==> src/rtl/afifo_pkg.sv <==
// Shared helpers for the async FIFO pointer controllers: Gray/binary
// conversion on a fixed-width carrier type and the depth calculation.
package afifo_pkg;

   // Widest pointer supported (ADDR_W up to 10, plus the wrap bit).
   localparam int MAX_PTR_W = 11;

   // Narrower pointers are zero-extended into this type; the zero upper bits
   // leave both conversions below unaffected, so one function serves all widths.
   typedef logic [MAX_PTR_W-1:0] ptr_t;

   function automatic int depth_of(input int addr_w);
      return 1 << addr_w;
   endfunction

   function automatic ptr_t bin2gray(input ptr_t b);
      return b ^ (b >> 1);
   endfunction

   function automatic ptr_t gray2bin(input ptr_t g);
      ptr_t b;
      b[MAX_PTR_W-1] = g[MAX_PTR_W-1];
      for (int i = MAX_PTR_W-2; i >= 0; i--) begin
         b[i] = b[i+1] ^ g[i];
      end
      return b;
   endfunction

endpackage

==> src/rtl/afifo_wr_ctrl_gray_ptr.sv <==
// Binary + Gray pointer pair with next-state outputs. The Gray value is
// registered directly, so exactly one bit of gray_q changes per increment.
module gray_ptr
   import afifo_pkg::*;
#(
   parameter int W = 5
) (
   input  logic         clk,
   input  logic         rst,
   input  logic         inc,
   output logic [W-1:0] bin_q,
   output logic [W-1:0] gray_q,
   output logic [W-1:0] bin_n,
   output logic [W-1:0] gray_n
);

   // Next-state pointer values; wrap at 2**W is the natural modulo of the adder.
   always_comb begin
      bin_n  = bin_q + W'(inc);
      gray_n = W'(bin2gray(ptr_t'(bin_n)));
   end

   // Pointer registers.
   always_ff @(posedge clk or negedge rst) begin
      if (!rst) begin
         bin_q  <= '0;
         gray_q <= '0;
      end else begin
         bin_q  <= bin_n;
         gray_q <= gray_n;
      end
   end

endmodule

==> src/rtl/afifo_wr_ctrl.sv <==
// Write-side controller of the Gray-pointer async FIFO: producer handshake,
// write pointer, read-pointer synchroniser and registered full/afull/level.
module afifo_wr_ctrl
   import afifo_pkg::*;
#(
   parameter int ADDR_W   = 4,
   parameter int AFULL_TH = 2
) (
   input  logic              clk,
   input  logic              rst,
   input  logic              wr_valid,
   output logic              wr_ready,
   output logic              wr_en,
   output logic [ADDR_W-1:0] wr_addr,
   output logic [ADDR_W:0]   wr_ptr_gray,
   input  logic [ADDR_W:0]   rd_ptr_gray,
   output logic              full,
   output logic              afull,
   output logic [ADDR_W:0]   wr_level
);

   localparam int PW    = ADDR_W + 1;
   localparam int DEPTH = depth_of(ADDR_W);
   localparam logic [PW-1:0] AFULL_LVL = PW'(DEPTH - AFULL_TH);

   logic          accept;
   logic [PW-1:0] wbin_q, wbin_n, wgray_q, wgray_n;
   logic [PW-1:0] rq1_q, rq2_q, rbin;
   logic [PW-1:0] level_d, level_q;
   logic          full_d, full_q, afull_d, afull_q;
   logic          unused_wbin_msb;

   // Gating with rst keeps wr_en low while reset is held, even with wr_valid high.
   assign accept = wr_valid & ~full_q & rst;

   gray_ptr #(.W(PW)) u_wptr (
      .clk    (clk),
      .rst    (rst),
      .inc    (accept),
      .bin_q  (wbin_q),
      .gray_q (wgray_q),
      .bin_n  (wbin_n),
      .gray_n (wgray_n)
   );

   // Two-flop synchroniser for the read-domain Gray pointer.
   always_ff @(posedge clk or negedge rst) begin
      if (!rst) begin
         rq1_q <= '0;
         rq2_q <= '0;
      end else begin
         rq1_q <= rd_ptr_gray;
         rq2_q <= rq1_q;
      end
   end

   // Status from the next-state write pointer, so full lands on the edge that
   // writes the last free slot; a stale rq2 can only overstate the level.
   always_comb begin
      rbin    = PW'(gray2bin(ptr_t'(rq2_q)));
      full_d  = (wgray_n == {~rq2_q[ADDR_W:ADDR_W-1], rq2_q[ADDR_W-2:0]});
      level_d = wbin_n - rbin;
      afull_d = (level_d >= AFULL_LVL);
   end

   // Registered status.
   always_ff @(posedge clk or negedge rst) begin
      if (!rst) begin
         full_q  <= 1'b0;
         afull_q <= 1'b0;
         level_q <= '0;
      end else begin
         full_q  <= full_d;
         afull_q <= afull_d;
         level_q <= level_d;
      end
   end

   // The wrap bit of the binary pointer only matters through wbin_n/wgray.
   assign unused_wbin_msb = wbin_q[ADDR_W];

   assign wr_ready    = ~full_q;
   assign wr_en       = accept;
   assign wr_addr     = wbin_q[ADDR_W-1:0];
   assign wr_ptr_gray = wgray_q;
   assign full        = full_q;
   assign afull       = afull_q;
   assign wr_level    = level_q;

endmodule

==> config.mk <==
export PLATFORM = sky130hd
export DESIGN_NAME = afifo_wr_ctrl
export DESIGN_NICKNAME = d
export VERILOG_FILES = /design/src/rtl/afifo_pkg.sv /design/src/rtl/afifo_wr_ctrl_gray_ptr.sv /design/src/rtl/afifo_wr_ctrl.sv
export SDC_FILE = /design/constraint.sdc
export NUM_CORES = 1
export LEC_CHECK = 0
export ABC_AREA = 1
export CORE_ASPECT_RATIO = 1.2
export CORE_MARGIN = 5
export CORE_UTILIZATION = 35
export CTS_CLUSTER_SIZE = 28
export DETAILED_ROUTE_END_ITERATION = 10
export HOLD_SLACK_MARGIN = 0.15
export PLACE_DENSITY_LB_ADDON = 0.08
export SLEW_MARGIN = 20
export SYNTH_ARGS = -nofsm -noshare
export SYNTH_HDL_FRONTEND = slang
export SYNTH_SLANG_ARGS = --single-unit
==> constraint.sdc <==
create_clock -name clk -period 4.4 [get_ports clk]
set_input_delay 0.66 -clock clk [delete_from_list [all_inputs] [get_ports clk]]
set_output_delay 0.66 -clock clk [all_outputs]
set_load 0.01 [all_outputs]
* After elaboration in Yosys (flattened, before gate mapping)
Index checks and enable logic that the tools add are counted.
** Word-level totals
- Bits in read-only memories :: 0
- Logic and storage cells :: 20
- Memories :: 0
- Bits in registers :: 27
- Bits in writable memories :: 0
- Output and inout port bits :: 18
- Bits in latches :: 0
** Operators by class
- Shift operators :: 0
- Reductions and logical operators :: 0
- Equality and inequality tests :: 1
- Add/sub/neg operators :: 2
- Mux-type cells :: 0
- Bitwise operators :: 9
- Divide/modulo/power cells :: 0
- $lt $le $gt $ge :: 1
- Multipliers :: 0
** Operator list (number)
- $add A5 B1 Y5 :: 1
- $eq A5 B5 Y1 :: 1
- $ge A5 B4 Y1 const B :: 1
- $sub A5 B5 Y5 :: 1
- $xor A5 B4 Y5 :: 1
- $xor A1 B1 Y1 :: 4
- $and A1 B1 Y1 :: 2
- $not A2 Y2 :: 1
- $not A1 Y1 :: 1

* Logic depth before layout (Yosys ltp)
Gate-level depths: netlist of run 1.
- Word-level depth :: 6
- Gate-level depth with buffers :: 15
- Mapped depth without buffers :: 15

* By module
A second synthesis of run 1 with hierarchy kept.
** Second synthesis, totals
- Cells, all modules :: 112
- Area total of the unflattened synthesis :: 1184.9 um^2
** Modules (own cells, without submodules)
- afifo_wr_ctrl :: cells an instance 75, instances 1, area an instance 804.5 um^2
- gray_ptr :: cells an instance 37, instances 1, area an instance 380.4 um^2

* Worst setup path before layout of run 1
No wires, ideal clock.
- Path type :: input port to flip-flop
- Start point :: input port wr_valid
- End point :: register afull_q (netlist: afull)
- Setup time :: 0.122 ns
- Required time :: 4.278 ns
- Stages on the path :: 14
- Arrival time :: 2.391 ns
- Buffers on the path :: 0
- Path slack :: 1.887 ns
- Cells stage by stage :: nand2_1 > nor2_1 > ha_1 > ha_1 > inv_1 > nand2_1 > nand2_2 > ha_1 > a21oi_1 > nand2_1 > xnor2_1 > inv_1 > nand3_1 > nand3_2
** Between the ends
- Cells in the longest elaborated chain, start to end :: 5
** Ends and longest elaborated chain
- from (decl) :: line afifo_wr_ctrl.sv:11 : input logic wr_valid,
- $and A1 B1 Y1 (2 in a row) :: line afifo_wr_ctrl.sv:34 : assign accept = wr_valid & ~full_q & rst;
- via wr_en :: line afifo_wr_ctrl.sv:13 : output logic wr_en,
- $add A5 B1 Y5 :: line afifo_wr_ctrl_gray_ptr.sv:19 : bin_n = bin_q + W'(inc);
- via u_wptr.bin_n[2] :: line afifo_wr_ctrl_gray_ptr.sv:13 : output logic [W-1:0] bin_n,
- $sub A5 B5 Y5 :: line afifo_wr_ctrl.sv:62 : level_d = wbin_n - rbin;
- via level_d[3] :: line afifo_wr_ctrl.sv:29 : logic [PW-1:0] level_d, level_q;
- $ge A5 B4 Y1 :: line afifo_wr_ctrl.sv:63 : afull_d = (level_d >= AFULL_LVL);
- via afull_d :: line afifo_wr_ctrl.sv:30 : logic full_d, full_q, afull_d, afull_q;
- to (signal assigned) :: line afifo_wr_ctrl.sv:74 : afull_q <= afull_d;
- to (decl) :: line afifo_wr_ctrl.sv:30
The timed path passes the listed nets, and every way through them passes these cells.

* Worst setup path after layout of run 1
- Start point :: input port rst
- End point :: register afull_q (netlist: afull)
** Between the ends
- Cells in the longest elaborated chain, start to end :: 4
** Ends and longest elaborated chain
- from (decl) :: line afifo_wr_ctrl.sv:10 : input logic rst,
- $and A1 B1 Y1 :: line afifo_wr_ctrl.sv:34
- $add A5 B1 Y5 :: line afifo_wr_ctrl_gray_ptr.sv:19
- via u_wptr.bin_n[2] :: line afifo_wr_ctrl_gray_ptr.sv:13
- $sub A5 B5 Y5 :: line afifo_wr_ctrl.sv:62
- via level_d[3] :: line afifo_wr_ctrl.sv:29
- $ge A5 B4 Y1 :: line afifo_wr_ctrl.sv:63
- via afull_d :: line afifo_wr_ctrl.sv:30
The timed path passes the listed nets, and every way through them passes these cells.

==> results of run 1 <==
-- layout by cell type (no fill, tap or decap), drive strengths merged, types with 3 or more instances in the layout --
cell type,netlist,routed
clkbuf,0,3
nand3,20,20
nand2,45,45
ha,7,7
dfrtp,26,26
nand4,3,3
inv,22,22
nor2,3,3
xnor2,3,3
clkdlybuf4s50,0,25
-- per-stage QoR --
stage	setup WS [ns]	total power, uW	std cells	utilization (%)	instance area (um^2)
after floorplan	1.887	720.4	136	-	1246
after detailed placement	1.273	956.7	199	45.65	1550
after CTS	1.552	1093	202	46.87	1592
final	1.587	1073	202	46.87	1592
after global routing	1.311	1177	202	46.87	1592
after global placement	1.317	950.6	199	45.65	1550
-- power groups by stage --
stage | Combinational, uW | Sequential [uW] | Clock (uW)
after CTS | 587 | 371 | 135
after floorplan | 316 | 404 | 0
after global routing | 652 | 380 | 145
after detailed placement | 583 | 374 | 0
final | 577 | 368 | 128
after global placement | 577 | 373 | 0
-- worst max-delay path, delay by kind of cell --
family	cells	cell delay (ns)
xor+xnor	1	0.13
simple gates	7	0.59
fa+ha+maj	3	0.81
buf+inv	3	0.63
compound gates	1	0.14
-- layer usage --
| layer | up-vias | part of all wire [%] | global-route usage [%] | wire [um] |
|---|---|---|---|---|
| met3 | 2 | 5.8 | 2.360 | 137 |
| met1 | 422 | 42 | 12.65 | 999 |
| met4 | 0 | 0.85 | 4.930 | 20 |
| li1 | 483 | - | - | - |
| met2 | 22 | 51 | 20.30 | 1206 |
| met5 | - | 0 | 0 | 0 |
-- state kept, by name, summed over array words and instances, names as in the netlist --
register / count
u_wptr.gray_q: 4
wr_level: 5
u_wptr.bin_q: 5
afull: 1
rq2_q: 5
full: 1
rq1_q: 5
-- area by class of cell --
cell class	instances	area, um^2	share of cell area (%)
tap	37	46.29	2.909
inverter	22	82.58	5.189
clock buffer	3	41.29	2.594
multi-input combinational	88	513.0	32.23
sequential	26	650.6	40.88
timing repair buffer	26	257.7	16.19
-- path summary, 6_finish.rpt --
kind / depth (start not counted) / end / slack, ns / from
hold reg to reg: 0 / rq2_q[3] / 0.35 / rq1_q[3]
min in group asynchronous: 2 / u_wptr.bin_q[0] / 0.80 / rst
hold / removal: 0 / rq2_q[3] / 0.35 / rq1_q[3]
setup reg to reg: 14 / afull / 1.98 / rq2_q[4]
max in group asynchronous: 2 / rq2_q[2] / 3.36 / rst
setup / recovery: 15 / afull / 1.59 / rst
-- kinds of logic (layout without fill, tap and decap cells) --
kind of cell	Yosys count	in the layout	synth area share, %
XOR/XNOR	3	3	2.109
flip-flops	26	26	52.21
buffers and inverters	22	51	6.627
adder cells (fa/ha/maj)	8	8	8.634
AO/OA/AOI/OAI	2	2	0.8032
AND/OR/NAND/NOR	75	75	29.62
==> flow_summary.json, run 1 <==
{
  "nFillCells": 359,
  "slowest_delay_ns": 0.48,
  "nets": 183,
  "clock-sinks": 26,
  "fin_worst_skew_ns": 0.002032,
  "num_rows": 23,
  "worst_pin_slew_ns": 0.3259,
  "syn_area_per_cell_um2": 9.163,
  "ant_nets": 0,
  "synth_most_common_cell": "nand2_1",
  "synth_top_area_share_pct": 52.21,
  "first_pass_iters": 4,
  "finalCritPeriodShare_pct": 63.92,
  "start_util_pct": 36.70,
  "via_per_inst": 4.599,
  "hold_violations": 0,
  "cts_tree": "yes",
  "pwr-share-seq_pct": 34.3,
  "hold_slack_ns": 0.3541,
  "tns_ns": 0,
  "synth_common_cells": "nand2_1 (36), dfrtp_1 (26), inv_1 (22), nand3_1 (18), nand2_2 (8)",
  "synth-seq-cells": 26,
  "routed_wl_mm": 2.363,
  "port_buffers": 25,
  "p_clk_share_pct": 11.9,
  "hold_path.class": "reg -> reg",
  "cp.arrival_ns": 2.97,
  "p_switching_uw": 417.1,
  "yosysWarningCount": 0,
  "combPwrFrac_pct": 53.8,
  "synthArstFlopShare_pct": 100.0,
  "drt_iter0_drc": 21,
  "max_cap_violations": 0,
  "synth_top_area_cell": "dfrtp_1",
  "grt.total_usage_pct": 11.12,
  "grt_pass1_vias": 996,
  "num_vias": 929,
  "dp_hpwl_mm": 1.882,
  "power.leakage_uw": 0.0008074,
  "crit_fanout": 5,
  "cts_buffers": 3,
  "timing.fmax_mhz": 355.6,
  "rsz0062_at_grt": "no",
  "io-pin-count": 26,
  "synth_ff_type": "dfrtp_1",
  "finalMaxSlewViolations": 0,
  "setup.worst_path.class": "in -> reg",
  "area_growth_pct": 27.71,
  "postCtsSetupRepairBufs": 0,
  "drive_above_1_share_pct": 10.30,
  "n_antenna_cell": 0,
  "clock_latency_ns": 0.26,
  "synth.distinct_cells": 15,
  "seq_area_frac_synth_pct": 52.21,
  "critPathLaunchType": "input pin",
  "syn_inst": 136,
  "finalWeightedCongestion": 0.8061,
  "antenna_found_initial": 0,
  "vdd_ir_drop_max_v": 0.0002840,
  "min_period_ns": 2.813,
  "relSlewSlack_pct": 78.28,
  "switching_share_pct": 38.86,
  "grt-ovfl-total": 0,
  "power.density_nw_per_um2": 674.3,
  "cts_buffer_depth": 2,
  "grt_max_degree": 27,
  "syn-num-nets": 152,
  "setup_violations": 0,
  "synth.top_cells.by_area": "dfrtp_1 (52%), nand2_1 (11%), nand3_1 (7.2%)",
  "cts_resized": 0,
  "die_x_um": 64.47,
  "syn_area_um2": 1246,
  "cts_root_buffer": "clkbuf_8",
  "grt_pass1_wl_mm": 4.215,
  "slowest_stage": "clkdlybuf4s50_1",
  "wire_per_inst_um": 11.70,
  "crit_required_ns": 4.55,
  "setup.worst_path.end_class": "register",
  "synth_edf_count": 0,
  "crit_chain": "clkdlybuf4s50_1 -> nand2_1 -> nor2_1 -> ha_1 -> ha_1 -> inv_1 -> nand2_1 -> nand2_2 -> ha_1 -> a21oi_1 -> nand2_1 -> xnor2_1 -> inv_1 -> nand3_1 -> nand3_2",
  "ctsHoldBuffers": 0,
  "status": "finished clean",
  "ctsHtreeMaxLevel": 1,
  "dieHeight_um": 75.37,
  "die_area_um2": 4859,
  "coreArea_um2": 3396,
  "p_int_uw": 656.2,
  "path_clk_slew_ns": 0.08,
  "drc": 0
}
(Power assumes the default switching activity.)
==> run 2, diff against run 1 <==
==> constraint.sdc (replaced) <==
create_clock -name clk -period 2.6 [get_ports clk]
set_input_delay 0.39 -clock clk [delete_from_list [all_inputs] [get_ports clk]]
set_output_delay 0.39 -clock clk [all_outputs]
set_load 0.01 [all_outputs]
==> run 2 against run 1 <==
  * Combinational power increased by 87%
  * Hold slack improved by 0.0034 ns
  * Critical endpoint unchanged
  * Final area increased by 7.0%
  * Global-route usage increased by 0.071 points
==> flow_summary.json, run 2 (synthesis gave the netlist of run 1 again) <==
{
  "status": "finished clean",
  "ctsHoldBuffers": 0,
  "ant_nets": 0,
  "rsz0062_at_grt": "no",
  "grt.busiest_layer": "met2",
  "holdCritStartpoint": "rq1_q[3]",
  "slowest_stage": "dfrtp_1",
  "slowest_delay_ns": 0.42,
  "cts_buffers": 3,
  "timing.fmax_mhz": 419.4,
  "rr_startpoint": "rq2_q[4]",
  "crit_fanout": 3,
  "via_per_inst": 4.584,
  "gr-usage-met3_pct": 2.655,
  "port_buffers": 25,
  "ctsHtreeMaxLevel": 1,
  "worstPathBufferInverterCount": 2,
  "cp_common_cell": "nand2_1",
  "final_common_cell": "nand2_1",
  "whs_endpoint": "rq2_q[3]",
  "worst_pin_slew_ns": 0.3240,
  "drt_iter0_drc": 16,
  "grtUsageMet1_pct": 12.58,
  "setup_violations": 0,
  "drive_above_1_share_pct": 17.51,
  "clock-sinks": 26,
  "r2r_setup_slack_ns": 0.22,
  "min_period_ns": 2.385,
  "hold_violations": 0,
  "finalCritPeriodShare_pct": 91.71,
  "wire_per_inst_um": 11.21,
  "post_dp_cell_area_um2": 1633,
  "finalWeightedCongestion": 0.7566,
  "io-pin-count": 26,
  "coreArea_um2": 3396,
  "setup.worst_path.end_class": "register",
  "clock_latency_ns": 0.26,
  "crit_chain": "xnor2_1 -> nand2_1 -> nand3_1 -> nand3_1 -> nand2_1 -> inv_1 -> ha_1 -> fa_1 -> inv_1 -> nand2_1 -> nand2_1 -> a21oi_1 -> or2_4 -> nand3_2",
  "cp.arrival_ns": 2.59,
  "setup_slack_ns": 0.2154,
  "crit_required_ns": 2.81,
  "max_cap_violations": 0,
  "cts_tree": "yes",
  "critPathLaunchType": "register",
  "area_growth_pct": 36.65,
  "die_area_um2": 4859,
  "cts_buffer_depth": 2,
  "n_antenna_cell": 0,
  "fin_area_um2": 1703,
  "die_x_um": 64.47,
  "first_pass_iters": 3,
  "grt_pass1_vias": 1025,
  "path_clk_slew_ns": 0.09,
  "num_vias": 981,
  "r2r-end": "afull",
  "reg2reg_depth": 14,
  "nets": 194,
  "hold_path.class": "reg -> reg",
  "setup.worst_path.class": "reg -> reg",
  "routed_wl_mm": 2.400,
  "grt_max_degree": 27,
  "fin_worst_skew_ns": 0.003579,
  "antenna_found_initial": 0,
  "grt-ovfl-total": 0,
  "grtUsageMet2_pct": 21.10,
  "dp_hpwl_mm": 1.932,
  "power.leakage_uw": 0.0008658,
  "cp_top_family": "simple AND/OR/NAND/NOR gates",
  "cts_root_buffer": "clkbuf_8",
  "hold_slack_ns": 0.3575,
  "drc": 0,
  "pre_cts_slack_ns": -0.1124,
  "grt.total_usage_pct": 11.19,
  "dieHeight_um": 75.37,
  "vdd_ir_drop_max_v": 0.0006436,
  "hold_depth": 0,
  "power.density_nw_per_um2": 1155,
  "relSlewSlack_pct": 78.40,
  "finalMaxSlewViolations": 0,
  "mostFrequentLayoutCells": "nand2_1 (36), dfrtp_1 (26), clkdlybuf4s50_1 (25)",
  "start_util_pct": 36.70,
  "num_rows": 23,
  "grt_pass1_wl_mm": 4.229
}
run 2: cell count changes in the layout (fill, tap and decap cells not counted), sizes merged:
cell    previous run  this run
buf                1        12
clkbuf             3         4
run 2: layout make-up:
| class | instances | area [um^2] |
|---|---|---|
| clock buffer | 4 | 55.05 |
| fill | 337 | 1693 |
| inverter | 22 | 82.58 |
| multi-input combinational | 88 | 528.0 |
| sequential | 26 | 650.6 |
| tap | 37 | 46.29 |
| timing repair buffer | 37 | 340.3 |
run 2: worst register-to-register path: stages, from the launching register on:
cell	delay [ns]
dfrtp_1	0.42
xnor2_1	0.27
nand2_1	0.18
nand3_1	0.14
nand3_1	0.08
nand2_1	0.06
inv_1	0.04
ha_1	0.20
fa_1	0.39
inv_1	0.07
nand2_1	0.04
nand2_1	0.05
a21oi_1	0.07
or2_4	0.26
nand3_2	0.07
run 2: how the worst max path moves through the flow:
| stage | start | end | slack [ns] | cells past startpoint |
|---|---|---|---|---|
| final | rq2_q[4] | afull | 0.22 | 14 |
| after detailed placement | rst | afull | -0.11 | 15 |
| after floorplan | full | afull | 0.35 | 13 |
| after global routing | rst | afull | 0.001 | 15 |
| after CTS | rq2_q[4] | afull | 0.17 | 14 |
| after global placement | rst | afull | -0.04 | 14 |
run 2: through the flow:
step                TNS [ns]  utilization [%]  cells  total power [uW]
finish                     0            50.15    214              1967
CTS                        0            49.71    214              1990
detailed placement   -0.1798            48.08    210              1714
global placement    -0.07265            48.08    210              1704
global route               0            50.15    214              2163
floorplan                  0                -    136              1219
run 2: where the power goes:
part           total [uW]  switching, uW  internal [uW]
logic                1080            528            555
registers             629           89.2            540
clock network         255            119            135
run 2: metal layers:
metal  routed length (um)  share of wire (%)
met2                 1202                 50
met3                  105                4.4
met4                   20               0.83
met1                 1072                 45
met5                    0                  0
run 2: timing repair:
item,CTS,global route
gates resized for setup,0,2
endpoints found under the setup margin,0,1
setup buffers,0,0
==> run 3, diff against run 2 <==
--- a/config.mk
+++ b/config.mk
@@ -11,6 +11,7 @@
 export CORE_UTILIZATION = 35
 export CTS_CLUSTER_SIZE = 28
 export DETAILED_ROUTE_END_ITERATION = 10
+export GPL_ROUTABILITY_DRIVEN = 0
 export HOLD_SLACK_MARGIN = 0.15
 export PLACE_DENSITY_LB_ADDON = 0.08
 export SLEW_MARGIN = 20
==> results of run 3 <==
Same layout as run 2: the final DEF is identical, and so are final timing and power.
